[src/rtl/if_pkg.sv]
// Shared definitions for the instruction-fetch front end: exception bit
// positions, instruction-buffer entry layout and the default boot PC.
package if_pkg;

  localparam int unsigned EXC_PIF  = 3;
  localparam int unsigned EXC_PPI  = 2;
  localparam int unsigned EXC_ADEF = 1;
  localparam int unsigned EXC_TLBR = 0;
  localparam int unsigned EXC_W    = 4;

  localparam int unsigned PC_W = 32;

  localparam logic [31:0] RESET_PC_DEFAULT = 32'h1c000000;

  typedef struct packed {
    logic [PC_W-1:0]  pc;
    logic [31:0]      inst;
    logic [EXC_W-1:0] exc;
  } ibuf_entry_t;

endpackage

[src/rtl/sync_fifo.sv]
// Parametrised single-clock FIFO with occupancy count and synchronous clear.
// Push while full is accepted only when a pop happens in the same cycle.
module sync_fifo #(
  parameter int unsigned Width = 8,
  parameter int unsigned Depth = 4,
  localparam int unsigned PtrW = (Depth > 1) ? $clog2(Depth) : 1,
  localparam int unsigned CntW = $clog2(Depth + 1)
) (
  input  logic             clk_i,
  input  logic             rst_i,
  input  logic             clr_i,
  input  logic             push_i,
  input  logic [Width-1:0] wdata_i,
  input  logic             pop_i,
  output logic [Width-1:0] rdata_o,
  output logic [CntW-1:0]  count_o
);

  logic [Width-1:0] mem_q [Depth];
  logic [PtrW-1:0]  rptr_q, rptr_d, wptr_q, wptr_d;
  logic [CntW-1:0]  cnt_q, cnt_d;
  logic             empty, full, do_push, do_pop;

  function automatic logic [PtrW-1:0] ptr_inc(input logic [PtrW-1:0] p);
    return (p == PtrW'(Depth - 1)) ? '0 : p + PtrW'(1);
  endfunction

  assign empty   = (cnt_q == '0);
  assign full    = (cnt_q == CntW'(Depth));
  assign do_pop  = pop_i & ~empty;
  assign do_push = push_i & (~full | do_pop);

  always_comb begin
    rptr_d = rptr_q;
    wptr_d = wptr_q;
    cnt_d  = cnt_q;
    if (clr_i) begin
      rptr_d = '0;
      wptr_d = '0;
      cnt_d  = '0;
    end else begin
      if (do_push) wptr_d = ptr_inc(wptr_q);
      if (do_pop)  rptr_d = ptr_inc(rptr_q);
      if (do_push && !do_pop)      cnt_d = cnt_q + CntW'(1);
      else if (do_pop && !do_push) cnt_d = cnt_q - CntW'(1);
    end
  end

  always_ff @(posedge clk_i or posedge rst_i) begin
    if (rst_i) begin
      rptr_q <= '0;
      wptr_q <= '0;
      cnt_q  <= '0;
    end else begin
      rptr_q <= rptr_d;
      wptr_q <= wptr_d;
      cnt_q  <= cnt_d;
    end
  end

  always_ff @(posedge clk_i) begin
    if (do_push && !clr_i) mem_q[wptr_q] <= wdata_i;
  end

  assign rdata_o = mem_q[rptr_q];
  assign count_o = cnt_q;

endmodule

[src/rtl/if_fetch_buffer.sv]
// Instruction-fetch front end: issues up to MAX_OUTSTANDING bus requests and
// buffers returned instructions; redirects discard stale responses by count.
module if_fetch_buffer
  import if_pkg::*;
#(
  parameter int unsigned       ADDR_W          = 32,
  parameter logic [ADDR_W-1:0] RESET_PC        = ADDR_W'(RESET_PC_DEFAULT),
  parameter int unsigned       MAX_OUTSTANDING = 2,
  parameter int unsigned       IBUF_DEPTH      = 4,
  parameter int unsigned       NUM_REDIRECT    = 6
) (
  input  logic                       clk,
  input  logic                       resetn,
  input  logic [NUM_REDIRECT-1:0]    redirect_valid,
  input  logic [NUM_REDIRECT*ADDR_W-1:0] redirect_pc,
  input  logic [2:0]                 s0_exc,
  output logic [ADDR_W-1:0]          pre_if_vaddr,
  output logic                       inst_sram_req,
  output logic                       inst_sram_wr,
  output logic [1:0]                 inst_sram_size,
  output logic [3:0]                 inst_sram_wstrb,
  output logic [31:0]                inst_sram_wdata,
  input  logic                       inst_sram_addr_ok,
  input  logic                       inst_sram_data_ok,
  input  logic [31:0]                inst_sram_rdata,
  input  logic                       id_allowin,
  output logic                       if_to_id_valid,
  output logic [31:0]                if_inst,
  output logic [ADDR_W-1:0]          if_pc,
  output logic [3:0]                 if_exc
);

  localparam int unsigned InfW = $clog2(MAX_OUTSTANDING + 1);
  localparam int unsigned CntW = $clog2(IBUF_DEPTH + 1);

  logic [ADDR_W-1:0] pc_q, pc_d;
  logic [InfW-1:0]   cancel_q, cancel_d;
  logic              exc_stall_q, exc_stall_d;

  logic [InfW-1:0]   inflight;
  logic [ADDR_W-1:0] pcq_head;
  logic [CntW-1:0]   ibuf_cnt;
  logic              ibuf_full;
  ibuf_entry_t       ibuf_wdata, ibuf_head;

  logic              redirect_any;
  logic [ADDR_W-1:0] redirect_target;
  logic [3:0]        pre_exc;
  logic              accept, resp_keep, exc_push, ibuf_push, ibuf_pop;
  logic [31:0]       reserved;

  assign redirect_any = |redirect_valid;

  // Scan from the top so the lowest set index wins.
  always_comb begin
    redirect_target = '0;
    for (int i = int'(NUM_REDIRECT) - 1; i >= 0; i--) begin
      if (redirect_valid[i]) redirect_target = redirect_pc[i*ADDR_W +: ADDR_W];
    end
  end

  always_comb begin
    pre_exc           = '0;
    pre_exc[EXC_PIF]  = s0_exc[2];
    pre_exc[EXC_PPI]  = s0_exc[1];
    pre_exc[EXC_ADEF] = |pc_q[1:0];
    pre_exc[EXC_TLBR] = s0_exc[0];
  end

  // Live (non-cancelled) requests already hold a buffer slot.
  assign reserved = 32'(inflight) - 32'(cancel_q) + 32'(ibuf_cnt);

  assign inst_sram_req = ~resetn & ~redirect_any & ~exc_stall_q & ~|pre_exc &
                         (32'(inflight) < MAX_OUTSTANDING) & (reserved < IBUF_DEPTH);

  assign accept    = inst_sram_req & inst_sram_addr_ok;
  assign resp_keep = inst_sram_data_ok & (cancel_q == '0) & ~redirect_any;
  assign ibuf_full = (ibuf_cnt == CntW'(IBUF_DEPTH));
  assign exc_push  = |pre_exc & (inflight == '0) & ~redirect_any & ~ibuf_full & ~exc_stall_q;
  assign ibuf_push = resp_keep | exc_push;
  assign ibuf_pop  = if_to_id_valid & id_allowin;

  always_comb begin
    pc_d        = pc_q;
    cancel_d    = cancel_q;
    exc_stall_d = exc_stall_q;
    if (accept) pc_d = pc_q + ADDR_W'(4);
    if (redirect_any) begin
      pc_d        = redirect_target;
      exc_stall_d = 1'b0;
      cancel_d    = inflight - InfW'(inst_sram_data_ok);
    end else if (inst_sram_data_ok && cancel_q != '0) begin
      cancel_d = cancel_q - InfW'(1);
    end
    if (exc_push) exc_stall_d = 1'b1;
  end

  always_ff @(posedge clk or posedge resetn) begin
    if (resetn) begin
      pc_q        <= RESET_PC;
      cancel_q    <= '0;
      exc_stall_q <= 1'b0;
    end else begin
      pc_q        <= pc_d;
      cancel_q    <= cancel_d;
      exc_stall_q <= exc_stall_d;
    end
  end

  // The PC queue occupancy is exactly the in-flight request count.
  sync_fifo #(
    .Width (ADDR_W),
    .Depth (MAX_OUTSTANDING)
  ) u_pc_queue (
    .clk_i   (clk),
    .rst_i   (resetn),
    .clr_i   (1'b0),
    .push_i  (accept),
    .wdata_i (pc_q),
    .pop_i   (inst_sram_data_ok),
    .rdata_o (pcq_head),
    .count_o (inflight)
  );

  always_comb begin
    ibuf_wdata = '0;
    if (exc_push) begin
      ibuf_wdata.pc  = PC_W'(pc_q);
      ibuf_wdata.exc = pre_exc;
    end else begin
      ibuf_wdata.pc   = PC_W'(pcq_head);
      ibuf_wdata.inst = inst_sram_rdata;
    end
  end

  sync_fifo #(
    .Width ($bits(ibuf_entry_t)),
    .Depth (IBUF_DEPTH)
  ) u_ibuf (
    .clk_i   (clk),
    .rst_i   (resetn),
    .clr_i   (redirect_any),
    .push_i  (ibuf_push),
    .wdata_i (ibuf_wdata),
    .pop_i   (ibuf_pop),
    .rdata_o (ibuf_head),
    .count_o (ibuf_cnt)
  );

  assign if_to_id_valid = (ibuf_cnt != '0);
  assign if_inst = if_to_id_valid ? ibuf_head.inst : '0;
  assign if_pc   = if_to_id_valid ? ADDR_W'(ibuf_head.pc) : '0;
  assign if_exc  = if_to_id_valid ? ibuf_head.exc : '0;

  assign pre_if_vaddr    = pc_q;
  assign inst_sram_wr    = 1'b0;
  assign inst_sram_size  = 2'b10;
  assign inst_sram_wstrb = 4'b0;
  assign inst_sram_wdata = 32'b0;

endmodule
[config.mk]
export PLATFORM = sky130hd
export DESIGN_NAME = if_fetch_buffer
export DESIGN_NICKNAME = d
export VERILOG_FILES = /design/src/rtl/if_pkg.sv /design/src/rtl/sync_fifo.sv /design/src/rtl/if_fetch_buffer.sv
export SDC_FILE = /design/constraint.sdc
export NUM_CORES = 1
export LEC_CHECK = 0
export CAP_MARGIN = 20
export CORE_ASPECT_RATIO = 1.25
export CORE_MARGIN = 4
export CORE_UTILIZATION = 45
export CTS_BUF_LIST = sky130_fd_sc_hd__clkbuf_8 sky130_fd_sc_hd__clkbuf_16
export DETAILED_ROUTE_END_ITERATION = 16
export PLACE_DENSITY = 0.72
export SLEW_MARGIN = 20
export SYNTH_ARGS = -nofsm -noshare
export SYNTH_HDL_FRONTEND = slang
export SYNTH_SLANG_ARGS = --single-unit
[constraint.sdc]
create_clock -name clk -period 5 [get_ports clk]
set_clock_uncertainty 0.1 [all_clocks]
set_input_delay 1 -clock clk [delete_from_list [all_inputs] [get_ports clk]]
set_output_delay 1 -clock clk [all_outputs]
set_load 0.005 [all_outputs]
# --- Word-level counts from Yosys, hierarchy flattened ---
# Memories as Yosys holds them, arrays and structs flattened.
# Index checks and enable logic that the tools add are counted.
classes:
  add_sub_neg: 13
  n_mul: 0
  n_div: 0
  magnitude_cmp: 2
  n_eq_ne: 4
  shift: 0
  muxes: 35
  bitwise: 27
  n_reduce_logical: 27
ops:
  columns: ["cell", "n"]
  rows:
  - ["2-to-1 mux 32 bit", 12]
  - ["adder 32 x 3 -> 32 bit, second input constant", 1]
  - ["< comparator 32 x 3 -> 1 bit, second input constant", 1]
  - ["2-to-1 mux 2 bit", 10]
  - ["bitwise AND 1 bit", 17]
  - ["nonzero test 2 bit", 7]
  - ["2-to-1 mux 3 bit", 3]
  - ["2-to-1 mux 1 bit", 8]
  - ["2-to-1 mux 4 bit", 2]
  - ["inverter 1 bit", 7]
  - ["adder 2 x 1 -> 2 bit, second input constant", 3]
  - ["equality test 2 bit, second input constant", 3]
  - ["logical AND 1 bit", 6]
  - ["zero test 1 bit", 6]
  - ["nonzero test 3 bit", 2]
  - ["OR reduction 6 bit", 1]
  - ["adder 3 x 4 -> 5 bit", 1]
  - ["OR reduction 5 bit", 1]
  - ["zero test 2 bit", 2]
  - ["subtractor 2 x 1 -> 2 bit, second input constant", 2]
  - ["adder 3 x 1 -> 3 bit, second input constant", 1]
  - ["equality test 3 bit, second input constant", 1]
  - ["zero test 3 bit", 1]
  - ["bitwise OR 1 bit", 3]
  - ["other kinds (6)", 7]
word_totals:
  reg_bits: 46
  latchBits: 0
  ramBits: 336
  romBits: 0
  input_bits: 238
  out_inout_bits: 141
  elab_cells: 119
  mem_count: 2
mem_list:
  columns: ["name", "depth", "word_bits", "rd", "rd_ports_with_merged_regs", "write_ports", "line", "source"]
  rows:
  - ["u_ibuf.mem_q", 4, 68, 1, 0, 1, "sync_fifo.sv:19", "logic [Width-1:0] mem_q [Depth];"]
  - ["u_pc_queue.mem_q", 2, 32, 1, 0, 1, "sync_fifo.sv:19", null]

# --- Logic depth before layout (Yosys ltp) ---
logic_depth:
  depth_word: 13
  depth_mapped: 15
  depth_no_buf: 14

# --- Hierarchy ---
# Synthesis repeated with hierarchy kept, for this count alone.
hier_totals:
  cells_unflattened: 1265
  hier_area_um2: 18278.8
by_module_without_submodules:
  columns: ["module", "instances", "cells_each", "area_each_um2", "seq_area_each_um2"]
  rows:
  - ["sync_fifo at u_ibuf", 1, 406, 10263.6, 8343.0]
  - ["if_fetch_buffer", 1, 736, 5479.0, 879.6]
  - ["sync_fifo at u_pc_queue", 1, 123, 2536.2, 2021.9]

# --- Worst setup path after synthesis ---
# OpenSTA, ideal clock, no wires.
synth_path:
  path_kind: "input -> register"
  from: "in redirect_valid[2]"
  to: "mem u_ibuf.mem_q[0][0] (netlist bit) (enable)"
  setup_time_ns: 0.433
  t_arrival_ns: 4.048
  t_required_ns: 4.467
  setup_slack_ns: 0.418
  cell_stages: 8
  n_path_buf: 2
  cell_sequence: "clkbuf_1 or4_4 or2_2 buf_2 nor2_1 nor2_1 nor2_1 and2_1"
synth_via:
  elab_chain_len: 10
  word_cells_on_any_way: 12
  cone_classes: "mux: 2; bitwise: 7; reduce/logical: 3"
synth_rtl:
  columns: ["element", "line", "source"]
  rows:
  - ["start: declaration", "if_fetch_buffer.sv:14", "input logic [NUM_REDIRECT-1:0] redirect_valid,"]
  - ["OR reduction 6 bit *", "if_fetch_buffer.sv:52", "assign redirect_any = |redirect_valid;"]
  - ["inverter 1 bit", "if_fetch_buffer.sv:77, if_fetch_buffer.sv:79", null]
  - ["bitwise AND 1 bit (3 in series)", "if_fetch_buffer.sv:79", "assign exc_push = |pre_exc & (inflight == '0) & ~redirect_any & ~ibuf_full & ~exc_stall_q;"]
  - ["bitwise OR 1 bit", "if_fetch_buffer.sv:80", "assign ibuf_push = resp_keep | exc_push;"]
  - ["bitwise AND 1 bit", "sync_fifo.sv:31", "assign do_push = push_i & (~full | do_pop);"]
  - ["logical AND 1 bit *", "sync_fifo.sv:62", "if (do_push && !clr_i) mem_q[wptr_q] <= wdata_i;"]
  - ["2-to-1 mux 1 bit *", "sync_fifo.sv:62", null]
  - ["2-to-1 mux 1 bit (implied by the code) *", "sync_fifo.sv:62", null]
  - ["end: declaration", "sync_fifo.sv:19", null]
# Every way passes the cells marked *; elsewhere a longest branch is shown, timed or not.

# --- Final worst setup path ---
layout_path:
  from: "reg u_pc_queue.cnt_q[0] (netlist: u_pc_queue.count_o[0])"
  to: "out inst_sram_req"
layout_via:
  elab_chain_len: 4
  word_cells_on_any_way: 6
  cone_classes: "add/sub: 2; order compare: 2; bitwise: 2"
layout_rtl:
  columns: ["element", "line", "source"]
  rows:
  - ["start: declaration", "sync_fifo.sv:21", "logic [CntW-1:0] cnt_q, cnt_d;"]
  - ["start signal: assignment", "sync_fifo.sv:57", "cnt_q <= cnt_d;"]
  - ["subtractor 2 x 2 -> 3 bit", "if_fetch_buffer.sv:71", "assign reserved = 32'(inflight) - 32'(cancel_q) + 32'(ibuf_cnt);"]
  - ["adder 3 x 4 -> 5 bit", "if_fetch_buffer.sv:71", null]
  - ["< comparator 32 x 3 -> 1 bit", "if_fetch_buffer.sv:74", "(32'(inflight) < MAX_OUTSTANDING) & (reserved < IBUF_DEPTH);"]
  - ["bitwise AND 1 bit *", "if_fetch_buffer.sv:74", null]
  - ["end: declaration", "if_fetch_buffer.sv:18", "output logic inst_sram_req,"]
# Marks and branches as above.

==> impl_metrics.env <==
export IMPL_status="complete, no violations"
export IMPL_final_common_cell="clkdlybuf4s50_1"
export IMPL_drc=0
export IMPL_finalSetupViolations=0
export IMPL_cp_data_arrival_time_ns=3.57
export IMPL_p_clk_frac=0.351
export IMPL_grt_max_degree=76
export IMPL_synth_seq_area_share=0.636
export IMPL_ctsLongestPathBuffers=3
export IMPL_crit_type="reg -> out"
export IMPL_final_cell_mix="337 x clkdlybuf4s50_1, 336 x edfxtp_1, 73 x and2_1, 69 x nand2_1, 68 x mux4_2"
export IMPL_netSwitchingPower_uw=1710
export IMPL_dpl_hpwl_um=36600
export IMPL_die_h_um=230
export IMPL_postCtsSetupBuffers=0
export IMPL_grt_pass1_wl_um=73800
export IMPL_synth_area_leaders="edfxtp_1 57%, mux4_2 8.7%, dfrtp_1 6.1%, and2_1 2.8%, nor2b_1 2.1%"
export IMPL_final_layout_size_suffix_gt1_frac=0.115
export IMPL_irDropWorstVdd_uv=204
export IMPL_final_nets=1812
export IMPL_gr_total_overflow=0
export IMPL_routed_via_density=5.65
export IMPL_root_buffer="clkbuf_16"
export IMPL_end_kind="output pin"
export IMPL_critPathMaxFanout=6
export IMPL_drt_wl_total_um=50000
export IMPL_tightestPinTransition_ns=1.06
export IMPL_min_period_over_period=0.934
export IMPL_die_w_um=185
export IMPL_wl_per_cell_um=24.0
export IMPL_swShare=0.236
export IMPL_internal_power_uw=5530
export IMPL_powerDensity_nw_per_um2=320
export IMPL_synth_cell_types=67
export IMPL_timing_rr_start="u_pc_queue.count_o[0]$_DFFE_PP0P_"
export IMPL_dr_total_vias=11800
export IMPL_h_tree_depth=2
export IMPL_synth_top_area_cell="edfxtp_1"
export IMPL_synth_compound_area_share=0.0831
export IMPL_yosys_warnings=0
export IMPL_grt_usage=0.230
export IMPL_crit_end="inst_sram_req"
export IMPL_cp_startpoint="u_pc_queue.count_o[0]$_DFFE_PP0P_"
export IMPL_clk_pin_slew_ns=0.07
export IMPL_slew_viol_final=0
export IMPL_leakagePower_uw=0.00761
export IMPL_synth_top_family_by_area="simple AND/OR/NAND/NOR gates"
export IMPL_post_cts_resize_count=0
export IMPL_grt_pass1_vias=12000
export IMPL_synth_simple_gate_area_share=0.109
export IMPL_synth_edf_count=336
export IMPL_p_seq_frac=0.522
export IMPL_synth_area_per_cell_um2=14.4
export IMPL_slew_headroom=0.296
export IMPL_dpl_cell_area_um2=21600
export IMPL_r2r_end="u_pc_queue.mem_q[1][6]$_DFFE_PP_"
export IMPL_ys_async_sr_fraction=0.120
export IMPL_finalHoldViolCount=0
export IMPL_drt_pass1_iterations=5
export IMPL_cts_tree="built"
export IMPL_antenna_found_initial=16
export IMPL_cap_violations=0
export IMPL_maxClockFrequency_mhz=214
export IMPL_final_cell_area_um2=22700
export IMPL_cts_buffers=37
export IMPL_die_area_um2=42600
export IMPL_gp_congestion=0.949
export IMPL_period_needed_ns=4.67
export IMPL_crit_required_ns=3.90
export IMPL_drtAntennaViolNets=0
export IMPL_synth_xor_area_frac=0.0154
export IMPL_start_util=0.459
export IMPL_muxShareOfSynthArea=0.106
export IMPL_netlist_area_leader_share=0.570
export IMPL_netlist_area_um2=17700
export IMPL_clk_insertion_delay_late_ns=0.52
export IMPL_reg2reg_slack_ns=0.85
export IMPL_dr_first_iter_drc_count=1025
export IMPL_syn_inst=1229
export IMPL_ios=379
export IMPL_synth_fa_ha_area_frac=0.0115
export IMPL_rsz0062_at_grt="no"
export IMPL_area_delta_synth_final_pct=28.2
export IMPL_r2r_cells=11
export IMPL_hp_class="reg -> reg"
export IMPL_synth_seq_cells=382
export IMPL_clock_sinks=382
export IMPL_num_fill_cells=2984
export IMPL_power_frac_comb=0.127
export IMPL_hold_buffers=0
export IMPL_synthFlopType="edfxtp_1"
export IMPL_fin_setup_tns_ns=0
export IMPL_io_buffers=339
export IMPL_cp_start_kind="register"
export IMPL_row_count=80
export IMPL_coreArea_um2=38500
-- synth_stat cells, drive strengths merged (4+ instances only) --
cell	number
a2111oi	4
a211oi	10
a21oi	30
a221o	5
a221oi	32
a22oi	11
and2	78
and3	7
and4	4
buf	57
clkbuf	61
dfrtp	43
edfxtp	336
ha	13
inv	22
mux2i	34
mux4	68
nand2	69
nand3	17
nand4	9
nor2	37
nor2b	60
nor3	26
nor4	15
o21a	8
o21ai	48
o221ai	7
o22ai	27
o31ai	11
or3	4
or4	5
xnor2	28
-- routing by layer --
metal  vias to the layer above  part of all wire  GRT usage
met2                       543              0.50      0.386
met3                       108             0.098     0.0515
met1                      5759              0.37      0.296
met4                         8             0.033     0.0796
li1                       5358                 -          -
met5                         -           0.00094          0
-- worst max-delay path, stage by stage (launching register included) --
cell	delay (ns)
dfrtp_1	0.44
inv_1	0.09
ha_1	0.20
fa_1	0.46
ha_1	0.38
and4b_1	0.23
a211oi_1	0.46
nand4_1	0.17
nor2_1	0.12
clkdlybuf4s50_1	0.51
-- state kept, by name, summed over array words and instances, names as in the netlist --
signal              cells
cancel_q                2
exc_stall_q             1
pre_if_vaddr           32
u_ibuf.count_o          3
u_ibuf.mem_q          272
u_ibuf.rptr_q           2
u_ibuf.wptr_q           2
u_pc_queue.count_o      2
u_pc_queue.mem_q       64
u_pc_queue.rptr_q       1
u_pc_queue.wptr_q       1
-- logic make-up (layout without fill, tap and decap cells) --
family | Yosys count | in the layout
simple gates | 343 | 343
compound gates | 211 | 211
other cells | 2 | 51
mux | 102 | 102
buf+inv | 143 | 457
xor+xnor | 31 | 31
flops | 382 | 382
fa+ha+maj | 15 | 15
-- how the worst min path moves through the flow --
| stage | start | endpoint | cells after the start |
|---|---|---|---|
| after floorplan | u_pc_queue.wptr_q$_DFFE_PP0N_ | u_pc_queue.wptr_q$_DFFE_PP0N_ | 1 |
| after global placement | u_pc_queue.wptr_q$_DFFE_PP0N_ | u_pc_queue.wptr_q$_DFFE_PP0N_ | 1 |
| after detailed placement | u_pc_queue.wptr_q$_DFFE_PP0N_ | u_pc_queue.wptr_q$_DFFE_PP0N_ | 1 |
| after CTS | u_pc_queue.wptr_q$_DFFE_PP0N_ | u_pc_queue.wptr_q$_DFFE_PP0N_ | 1 |
| after global routing | u_pc_queue.wptr_q$_DFFE_PP0N_ | u_pc_queue.wptr_q$_DFFE_PP0N_ | 1 |
| final | u_pc_queue.wptr_q$_DFFE_PP0N_ | u_pc_queue.wptr_q$_DFFE_PP0N_ | 1 |
-- metrics by stage --
step                      utilization  total power (uW)  instances  setup slack (ns)  hold slack, ns
after floorplan                     -              4320       1266             0.418           0.360
after global placement          0.559              4730       2012             0.722           0.397
after detailed placement        0.559              4760       2012             0.590           0.407
after CTS                       0.587              7300       2072             0.339           0.418
after global routing            0.587              7540       2072             0.151           0.442
final                           0.588              7240       2084             0.328           0.419
-- power groups by stage --
stage | logic (uW) | registers, uW | clock network, uW
after floorplan | 583 | 3740 | 0
after global placement | 886 | 3840 | 0
after detailed placement | 916 | 3840 | 0
after CTS | 921 | 3780 | 2600
after global routing | 1010 | 3790 | 2740
final | 922 | 3780 | 2540
-- cell type report --
| type | instances | area [um^2] | share of cell area |
|---|---|---|---|
| clock buffers | 37 | 926 | 0.0408 |
| inverters | 25 | 95.1 | 0.00419 |
| well taps | 492 | 616 | 0.0272 |
| clock inverters | 23 | 158 | 0.00695 |
| diodes | 12 | 30.0 | 0.00132 |
| flip-flops and latches | 382 | 11300 | 0.496 |
| multi-input cells | 741 | 5910 | 0.261 |
| repair buffers | 372 | 3680 | 0.162 |
(Power assumes the default switching activity.)
